$ cat src/rtl/serial_add2_seq_pkg.sv
// ---------------------------------------------------------------------------
// serial_add2_seq_pkg
// Shared constants for the digit-serial adder: digit width and the FSM state
// encodings used by serial_add2_seq.
// ---------------------------------------------------------------------------
package serial_add2_seq_pkg;

    // Bits consumed per clock by the adder slice.
    localparam int DIGIT_W = 2;

    // Sequencer states.
    localparam logic [0:0] ST_IDLE = 1'b0;
    localparam logic [0:0] ST_RUN  = 1'b1;

endpackage

$ cat src/rtl/add2_slice.sv
// ---------------------------------------------------------------------------
// add2_slice
// Purely combinational 2-bit + 2-bit + carry-in adder.
//   i_a, i_b : 2-bit digits
//   i_c      : carry-in
//   o_d      : 2-bit sum digit
//   o_c      : carry-out
// ---------------------------------------------------------------------------
module add2_slice
    import serial_add2_seq_pkg::*;
(
    input  logic [DIGIT_W-1:0] i_a,
    input  logic [DIGIT_W-1:0] i_b,
    input  logic               i_c,
    output logic [DIGIT_W-1:0] o_d,
    output logic               o_c
);

    logic [DIGIT_W:0] w_full;

    assign w_full   = {1'b0, i_a} + {1'b0, i_b} + {{DIGIT_W{1'b0}}, i_c};
    assign {o_c, o_d} = w_full;

endmodule

$ cat src/rtl/serial_add2_seq.sv
// ---------------------------------------------------------------------------
// serial_add2_seq
// Adds two WIDTH-bit operands one 2-bit digit per clock (LSB digit first)
// through a single add2_slice. WIDTH must be even and >= 2.
//   clk, rst     : clock, synchronous active-high reset
//   start        : request, accepted only while busy=0
//   a, b, cin    : operands and carry-in, sampled at the accept edge
//   abort        : cancels an in-flight add (no done pulse, result untouched)
//   busy         : high while RUN
//   done         : one-cycle pulse when sum/cout become valid
//   sum, cout    : result, held until the next completion
// ---------------------------------------------------------------------------
module serial_add2_seq
    import serial_add2_seq_pkg::*;
#(
    parameter int WIDTH = 8
) (
    input  logic             clk,
    input  logic             rst,
    input  logic             start,
    input  logic [WIDTH-1:0] a,
    input  logic [WIDTH-1:0] b,
    input  logic             cin,
    input  logic             abort,
    output logic             busy,
    output logic             done,
    output logic [WIDTH-1:0] sum,
    output logic             cout
);

    localparam int N     = WIDTH / DIGIT_W;
    localparam int CNT_W = $clog2(N) + 1;

    logic [0:0]       r_state;
    logic [WIDTH-1:0] r_sa;
    logic [WIDTH-1:0] r_sb;
    logic [WIDTH-1:0] r_res;
    logic             r_carry;
    logic [CNT_W-1:0] r_cnt;
    logic             r_done;
    logic [WIDTH-1:0] r_sum;
    logic             r_cout;

    logic [DIGIT_W-1:0] w_d;
    logic               w_c;
    logic [WIDTH-1:0]   w_res_next;

    add2_slice u_slice (
        .i_a (r_sa[DIGIT_W-1:0]),
        .i_b (r_sb[DIGIT_W-1:0]),
        .i_c (r_carry),
        .o_d (w_d),
        .o_c (w_c)
    );

    // New digit enters at the top; after N shifts the register holds the
    // full sum with the first digit at the LSB. Written as shift/or so it
    // also elaborates for WIDTH=2, where there is no upper slice to keep.
    assign w_res_next = (r_res >> DIGIT_W) | (WIDTH'(w_d) << (WIDTH - DIGIT_W));

    always_ff @(posedge clk) begin
        if (rst) begin
            r_state <= ST_IDLE;
            r_sa    <= '0;
            r_sb    <= '0;
            r_res   <= '0;
            r_carry <= 1'b0;
            r_cnt   <= '0;
            r_done  <= 1'b0;
            r_sum   <= '0;
            r_cout  <= 1'b0;
        end else begin
            r_done <= 1'b0;
            case (r_state)
                ST_IDLE: begin
                    // abort is meaningless here, so start always wins.
                    if (start) begin
                        r_sa    <= a;
                        r_sb    <= b;
                        r_carry <= cin;
                        r_cnt   <= CNT_W'(N - 1);
                        r_state <= ST_RUN;
                    end
                end
                default: begin
                    if (abort) begin
                        r_state <= ST_IDLE;
                    end else begin
                        r_carry <= w_c;
                        r_res   <= w_res_next;
                        r_sa    <= r_sa >> DIGIT_W;
                        r_sb    <= r_sb >> DIGIT_W;
                        r_cnt   <= r_cnt - CNT_W'(1);
                        if (r_cnt == '0) begin
                            r_sum   <= w_res_next;
                            r_cout  <= w_c;
                            r_done  <= 1'b1;
                            r_state <= ST_IDLE;
                        end
                    end
                end
            endcase
        end
    end

    assign busy = (r_state == ST_RUN);
    assign done = r_done;
    assign sum  = r_sum;
    assign cout = r_cout;

endmodule
$ cat config.mk
export PLATFORM = sky130hd
export DESIGN_NAME = serial_add2_seq
export DESIGN_NICKNAME = d
export VERILOG_FILES = /design/src/rtl/serial_add2_seq_pkg.sv /design/src/rtl/add2_slice.sv /design/src/rtl/serial_add2_seq.sv
export SDC_FILE = /design/constraint.sdc
export NUM_CORES = 1
export LEC_CHECK = 0
export CORE_ASPECT_RATIO = 1.75
export CORE_MARGIN = 2
export CORE_UTILIZATION = 46
export DETAILED_ROUTE_END_ITERATION = 7
export GPL_TIMING_DRIVEN = 0
export PLACE_DENSITY = 0.73
export SETUP_SLACK_MARGIN = 0.1
export SYNTH_ARGS = -nofsm -noshare
export SYNTH_HDL_FRONTEND = slang
export SYNTH_HIERARCHICAL = 1
export SYNTH_SLANG_ARGS = --single-unit
$ cat constraint.sdc
create_clock -name clk -period 1.6 [get_ports clk]
set_input_delay 0.4 -clock clk [delete_from_list [all_inputs] [get_ports clk]]
set_output_delay 0.4 -clock clk [all_outputs]
set_load 0.02 [all_outputs]
==> impl_metrics.csv, run 1 <==
group,metric,value,unit
synth,synthesis.nets,205,
detailed_routing,post_drt_wl_per_cell,14.3,um
power,power_density,937,nW/um^2
clocking,cts_tree,"built",
placement,dpl.hpwl,2810,um
timing,finalCritPeriodShare,0.984,
layout,syn_to_final_growth,28.1,%
timing,hold-worst-slack,0.422,ns
timing,setup_viol,0,
layout,layout.cells.most_common,"dfxtp_1",
synth,yosysUniqueCellTypes,28,
synth,synth_top_area_share,0.426,
synth,synth-edff-count,0,
detailed_routing,vias,1359,
setup_path,path_cells,"inv_2 > fa_2 > fa_2 > inv_2 > nand2_1 > a21oi_1",
synth,yosys_warnings,6,
synth,synth_seq_cells,37,
synth,synth_area_per_cell,9.66,um^2
detailed_routing,drc,0,
global_route,grt_overflow,0,
setup_path,worst-r2r-setup-slack,0.03,ns
global_route,grt_max_degree,13,
placement,finalWeightedCongestion,0.810,
die,core-area,3630,um^2
worst_hold_path,holdCritStartpoint,"rst",
detailed_routing,drtPass1Iterations,4,
setup_path,r2r-start,"r_carry",
power,total_leakage_power,0.876,nW
clocking,cts.sinks,37,
global_route,track_usage,0.199,
setup_path,crit_family,"adder cells",
synth,synthTopCellsByArea,"dfxtp_1 43%, a211oi_2 7.9%, mux2i_1 7.5%",
clocking,cts-buffers-inserted,5,
synth,synth_top_area_cell,"dfxtp_1",
clocking,clkTransAtPathRegs,0.08,ns
setup_path,cp.required,1.77,ns
synth,netlist_area,1740,um^2
timing,final-hold-violation-count,0,
setup_path,cpPeakStageDelay,0.55,ns
timing,fin_crit,1.57,ns
setup_path,cp-end-kind,"register",
worst_hold_path,hold_depth,2,
synth,syn-instance-count,180,
setup_path,critPathSlowestCell,"fa_2",
detailed_routing,drtIter0Drc,15,
placement,dpl-instance-area,2100,um^2
timing,max_slew_margin,0.675,
layout,stdcell_area,2230,um^2
timing,fmax,635,MHz
setup_path,cp_max_fo,2,
setup_path,critical_path_class,"reg2reg",
timing,rsz0062_at_grt,"true",
timing,worst_pin_slew,0.487,ns
setup_path,startpoint_type,"register",
die,num_rows,29,
worst_hold_path,min_path_type,"in2reg",
layout,multi_input_area,861,um^2
global_route,grt_pass1_wl,6440,um
worst_hold_path,min_to,"r_sb[0]",
synth,ys.flop_type,"dfxtp_1",
clocking,cts_buffer_depth,2,
layout,fillers,327,
layout,diodes,0,
power,vdd_ir_drop_max,0.811,mV
clocking,root_buffer,"clkbuf_8",
die,ios,32,
synth,yosysSeqAreaShare,0.426,
synth,async_flop_share,0,
run_status,outcome,"complete, no violations",
timing,final.setup.tns,0,ns
setup_path,rr_worst_depth,6,
clocking,htree_levels,2,
global_route,antenna_found_initial,0,
setup_path,reg2reg_to,"r_res[7]",
clocking,clkLatencyLatePin,0.29,ns
detailed_routing,routed_via_density,5.07,
detailed_routing,routed_wl,3830,um
die,die_h,85.3,um
die,die_w,50.5,um
timing,slew_violations,0,
timing,skew,0.00533,ns
layout,final_cell_mix,"34 x dfxtp_1, 33 x nand2_1, 21 x a21oi_1",
die,die-area,4310,um^2
layout,regArea,744,um^2
placement,io_buffers,30,
setup_path,crit_buf_inv,2,
die,floorplan.initialDensity,0.479,
layout,drive_gt1_frac,0.279,
global_route,grt_pass1_vias,1400,
job,cap_viol_max_count,0,
layout,nets,246,
setup_path,crit_arrival,1.75,ns
clocking,hold_buffers,0,
detailed_routing,ant_nets,0,
==> report_power, final <==
part           leakage, nW  internal, W  switching, W  total (W)
logic                0.521     0.000192      0.000199   0.000391
clock network       0.0512     0.000349      0.000339   0.000688
registers            0.304     0.000974     0.0000346    0.00101
==> worst max path at each step <==
stage               cells past startpoint  slack [ns]    start  endpoint
floorplan                               6        0.11  r_sa[0]   r_carry
global placement                        6       -0.12    start   r_sa[0]
detailed placement                      6       -0.17    start   r_sa[0]
CTS                                     6        0.05  r_sa[0]    sum[7]
global route                            6       -0.02  r_sb[0]    sum[7]
finish                                  6        0.03  r_carry  r_res[7]
==> cell usage after synthesis (2+ instances only) <==
cell / count
a211oi_1: 3
a211oi_2: 11
a21oi_1: 22
buf_2: 5
buf_4: 2
buf_6: 5
clkbuf_1: 2
dfxtp_1: 37
fa_1: 2
ha_1: 2
inv_1: 12
mux2i_1: 13
nand2_1: 34
nand3_1: 4
nor3_1: 3
nor3_2: 11
==> sequential cells by signal, indices dropped and copies added, names as in the netlist <==
name	count
r_sa	8
r_sb	8
sum	8
r_res	6
r_cnt	3
busy	1
cout	1
done	1
r_carry	1
==> cell families after synthesis <==
family	Yosys count	synth area share
flops	37	0.426
simple gates	61	0.209
fa+ha+maj	4	0.0374
buf+inv	26	0.0856
mux	13	0.0748
compound gates	39	0.167
==> worst register-to-register path, stage by stage (launching register included) <==
cell	delay [ns]
dfxtp_2	0.34
inv_2	0.04
fa_2	0.39
fa_2	0.55
inv_2	0.04
nand2_1	0.05
a21oi_1	0.05
==> per-stage QoR <==
stage | worst slack, ns | power [W] | utilization | instances
final | 0.0259 | 0.00209 | 0.614 | 268
after global routing | -0.0191 | 0.00217 | 0.614 | 268
after CTS | 0.0456 | 0.00209 | 0.607 | 266
after detailed placement | -0.172 | 0.00140 | 0.579 | 256
after global placement | -0.117 | 0.00139 | 0.579 | 256
after floorplan | 0.114 | 0.00128 | - | 180
==> routing by layer <==
metal / vias to the layer above / global-route usage / part of all wire
met3: 5 / 0.0528 / 0.034
met1: 638 / 0.201 / 0.38
met4: 0 / 0.0811 / 0.017
met5: - / 0 / 0
li1: 691 / - / -
met2: 25 / 0.371 / 0.57
==> cell type report <==
| type | instances | share of cell area |
|---|---|---|
| inverter | 12 | 0.0202 |
| sequential | 37 | 0.334 |
| multi-input combinational | 117 | 0.386 |
| clock inverter | 2 | 0.00618 |
| timing repair buffer | 34 | 0.142 |
| clock buffer | 6 | 0.0371 |
| tap | 46 | 0.0258 |
| buffer | 14 | 0.0483 |
==> timing repair <==
item,4_1_cts,5_1_grt
buffers inserted,2,2
endpoints found under the setup margin,14,6
gates resized for setup,15,5
pin swaps,1,2
(Power assumes the default switching activity.)
==> inputs of run 2 (changes only) <==
SKIP_CTS_REPAIR_TIMING = 1   (was not set)
==> impl_metrics.csv, run 2 (synthesized netlist as in run 1, its figures left out) <==
group,metric,value,unit
die,die_h,85.3,um
global_route,track_usage,0.197,
layout,fillers,317,
timing,hold-worst-slack,0.413,ns
layout,nets,244,
setup_path,critical_path_class,"reg2reg",
timing,final.setup.tns,0,ns
worst_hold_path,holdCritStartpoint,"rst",
detailed_routing,vias,1361,
setup_path,cp-end-kind,"register",
placement,place_ws,-0.172,ns
setup_path,crit_arrival,1.74,ns
die,die-area,4310,um^2
power,power,0.00208,W
clocking,cts_tree,"built",
clocking,clkTransAtPathRegs,0.08,ns
timing,fin_crit,1.56,ns
timing,slew_violations,0,
clocking,cts.sinks,37,
global_route,grt_overflow,0,
die,core-area,3630,um^2
detailed_routing,drtPass1Iterations,4,
clocking,htree_levels,2,
clocking,cts_buffer_depth,2,
layout,layout.cells.most_common,"dfxtp_1",
setup_path,crit_start,"r_carry",
detailed_routing,post_drt_wl_per_cell,14.5,um
timing,skew,0.00548,ns
layout,final_cell_mix,"34 x dfxtp_1, 33 x nand2_1, 20 x a21oi_1",
run_status,outcome,"complete, no violations",
setup_path,startpoint_type,"register",
setup_path,cp_max_fo,2,
power,p_int,0.00151,W
power,vdd_ir_drop_max,0.809,mV
power,power_density,923,nW/um^2
power,power_frac_comb,0.185,
detailed_routing,routed_via_density,5.12,
placement,dpl-instance-area,2100,um^2
global_route,grt_max_degree,13,
die,floorplan.initialDensity,0.479,
timing,final-hold-violation-count,0,
layout,multi_input_area,865,um^2
timing,worst_pin_slew,0.506,ns
timing,finalCritPeriodShare,0.977,
detailed_routing,routed_wl,3850,um
global_route,antenna_found_initial,0,
layout,regArea,744,um^2
timing,fin_ws,0.0365,ns
power,netSwitchingFraction,0.275,
worst_hold_path,min_path_type,"in2reg",
global_route,grt_pass1_vias,1394,
job,cap_viol_max_count,0,
power,p_seq_frac,0.484,
placement,io_buffers,30,
power,clkPwrFrac,0.331,
layout,diodes,0,
clocking,root_buffer,"clkbuf_8",
placement,dpl.hpwl,2810,um
setup_path,r2r-start,"r_carry",
clocking,cts-buffers-inserted,5,
layout,stdcell_area,2260,um^2
die,num_rows,29,
detailed_routing,drtIter0Drc,17,
timing,max_slew_margin,0.663,
timing,setup_viol,0,
power,total_leakage_power,1.01,nW
layout,syn_to_final_growth,29.9,%
power,switching_power,0.000573,W
die,ios,32,
global_route,grt_pass1_wl,6390,um
detailed_routing,drc,0,
detailed_routing,ant_nets,0,
layout,drive_gt1_frac,0.277,
die,die_w,50.5,um
timing,rsz0062_at_grt,"true",
timing,fmax,640,MHz
placement,finalWeightedCongestion,0.810,
setup_path,cp.required,1.78,ns
clocking,clkLatencyLatePin,0.29,ns
[run 2: cell types whose count changed in the layout (fill, tap and decap cells not counted), sizes merged]
cell and delta:
dlymetal6s2s +11, buf -2, dlygate4sd2 -11
[run 2: per-stage QoR]
step,std cells,utilization
floorplan,180,-
finish,266,0.622
global placement,256,0.579
CTS,264,0.606
global route,266,0.622
detailed placement,256,0.579
[run 2: area by class of cell]
type	instances	share of cell area
plain buffers	14	0.0476
clock buffers	6	0.0366
clock inverters	2	0.00609
inverters	12	0.0199
multi-input cells	117	0.383
flip-flops and latches	37	0.330
well taps	46	0.0255
repair buffers	32	0.152
[run 2: final timing paths]
path                            slack, ns  endpoint  depth (start not counted)
worst min register to register       0.45    sum[2]                          2
worst max-delay path                 0.04  r_res[7]                          6
worst max register to register       0.04  r_res[7]                          6
worst min-delay path                 0.41   r_sb[0]                          2
[run 2: power groups by stage]
stage	clock (W)	combinational, W	sequential (W)
after floorplan	0	0.000255	0.00103
after global placement	0	0.000360	0.00103
after detailed placement	0	0.000371	0.00103
after CTS	0.000699	0.000373	0.00101
after global routing	0.000735	0.000424	0.00101
final	0.000691	0.000386	0.00101
[run 2: layer usage]
metal | share of wire | GRT usage | vias up | wire length, um
li1 | - | - | 688 | -
met5 | 0 | 0 | - | 0
met2 | 0.57 | 0.366 | 23 | 2200
met4 | 0.016 | 0.0811 | 0 | 63
met1 | 0.38 | 0.200 | 644 | 1450
met3 | 0.035 | 0.0528 | 6 | 136
[run 2: critical path, cell delays in order, from the launching register on]
cell and delay (ns):
dfxtp_2 0.34, inv_2 0.04, fa_2 0.39, fa_2 0.55
inv_2 0.04, nand2_1 0.05, a21oi_1 0.05
==> inputs of run 3 (changes only) <==
GPL_TIMING_DRIVEN = not set   (was 0)
==> impl_metrics.csv, run 3 (synthesized netlist as in run 1, its figures left out) <==
group,metric,value,unit
layout,syn_to_final_growth,33.9,%
setup_path,critPathSlowestCell,"fa_2",
power,switching_power,0.000557,W
die,die_w,50.5,um
detailed_routing,vias,1358,
global_route,grt_overflow,0,
global_route,grt_pass1_vias,1381,
setup_path,cp.required,1.78,ns
timing,fin_ws,0.0734,ns
setup_path,r2r-start,"r_sa[0]",
power,p_seq_frac,0.429,
timing,slew_violations,0,
clocking,htree_levels,2,
layout,diodes,0,
die,die-area,4310,um^2
layout,instances_no_fill,266,
power,vdd_ir_drop_max,0.697,mV
clocking,cts-buffers-inserted,5,
timing,final-hold-violation-count,0,
placement,dpl.hpwl,2610,um
die,floorplan.initialDensity,0.479,
setup_path,crit_arrival,1.71,ns
setup_path,cp_max_fo,2,
power,clkPwrFrac,0.404,
power,p_int,0.00179,W
setup_path,critical_path_class,"reg2reg",
setup_path,startpoint_type,"register",
timing,finalCritPeriodShare,0.954,
clocking,root_buffer,"clkbuf_8",
placement,finalWeightedCongestion,0.790,
die,die_h,85.3,um
detailed_routing,post_drt_wl_per_cell,14.2,um
clocking,clkLatencyLatePin,0.29,ns
clocking,cts_tree,"built",
detailed_routing,ant_nets,0,
setup_path,worst-r2r-setup-slack,0.07,ns
detailed_routing,drtIter0Drc,27,
timing,rsz0062_at_grt,"true",
job,cap_viol_max_count,0,
power,total_leakage_power,1.05,nW
worst_hold_path,min_path_type,"reg2reg",
clocking,cts_buffer_depth,2,
die,core-area,3630,um^2
worst_hold_path,holdCritStartpoint,"sum[7]",
timing,skew,0.00432,ns
timing,worst_pin_slew,0.309,ns
global_route,track_usage,0.188,
clocking,clkTransAtPathRegs,0.07,ns
setup_path,path_cells,"inv_2 > fa_2 > fa_2 > inv_2 > nand2_1 > a21oi_1",
timing,setup_viol,0,
timing,fin_crit,1.53,ns
layout,drive_gt1_frac,0.268,
layout,final_cell_mix,"35 x dfxtp_1, 33 x nand2_1, 21 x a21oi_1",
timing,max_slew_margin,0.794,
run_status,outcome,"complete, no violations",
setup_path,cp-end-kind,"register",
clocking,cts.sinks,37,
power,netSwitchingFraction,0.237,
placement,place_ws,-0.0770,ns
detailed_routing,routed_wl,3780,um
setup_path,cpPeakStageDelay,0.53,ns
power,power_density,1010,nW/um^2
die,num_rows,29,
global_route,antenna_found_initial,0,
timing,fmax,655,MHz
placement,dp.cells,257,
power,power_frac_comb,0.167,
global_route,grt_max_degree,37,
placement,io_buffers,31,
layout,nets,244,
detailed_routing,routed_via_density,5.11,
layout,layout.cells.most_common,"dfxtp_1",
die,ios,32,
detailed_routing,drtPass1Iterations,4,
detailed_routing,drc,0,
global_route,grt_pass1_wl,6130,um
setup_path,crit_start,"r_sa[0]",
==> run 3: cell count changes in the layout (fill, tap and decap cells not counted), moves of 2 or more <==
| cell | delta |
|---|---|
| buf_6 | -4 |
| buf_2 | -5 |
| buf_4 | +8 |
| bufinv_16 | +2 |
| clkbuf_1 | -2 |
| buf_12 | +3 |
==> run 3: power groups by stage <==
stage,combinational (W),sequential (W),clock [W]
floorplan,0.000255,0.00103,0
global placement,0.000369,0.00103,0
detailed placement,0.000383,0.00103,0
CTS,0.000385,0.00101,0.000964
global route,0.000428,0.00101,0.00100
finish,0.000391,0.00101,0.000948
==> run 3: area by class of cell <==
class / count / area (um^2)
clock buffers: 5 / 68.8
flip-flops and latches: 37 / 743
well taps: 46 / 57.6
repair buffers: 46 / 488
clock inverters: 3 / 65.1
inverters: 12 / 45.0
multi-input cells: 117 / 861
fillers: 303 / 1300
==> run 3: path summary, 6_finish.rpt <==
kind,to,depth (start not counted)
max,sum[7],6
min,sum[7],2
max reg2reg,sum[7],6
min reg2reg,sum[7],2
==> run 3: stage by stage <==
step / total power (W) / util / setup TNS (ns) / hold slack [ns] / cell area, um^2
3_3_place_gp: 0.00139 / 0.592 / -0.252 / 0.443 / 2150
6_report: 0.00235 / 0.642 / 0 / 0.456 / 2330
4_1_cts: 0.00236 / 0.629 / -0.325 / 0.458 / 2280
2_1_floorplan: 0.00128 / - / 0 / 0.432 / 1740
5_1_grt: 0.00244 / 0.642 / 0 / 0.471 / 2330
3_5_place_dp: 0.00141 / 0.592 / -0.693 / 0.447 / 2150
==> run 3: per-layer routing <==
layer,global-route usage,wire (um),share of wire
met5,0,0,0
met4,0.0983,44,0.012
met3,0.0511,121,0.032
met2,0.342,2150,0.57
met1,0.189,1460,0.39
==> run 3: worst max-delay path: cells and delay by family (launching register included) <==
kind,cells,cell delay [ns]
buffers and inverters,2,0.08
adders and majority gates,2,0.90
and+or+nand+nor,1,0.05
DFF,1,0.34
AOI/OAI and AO/OA,1,0.05
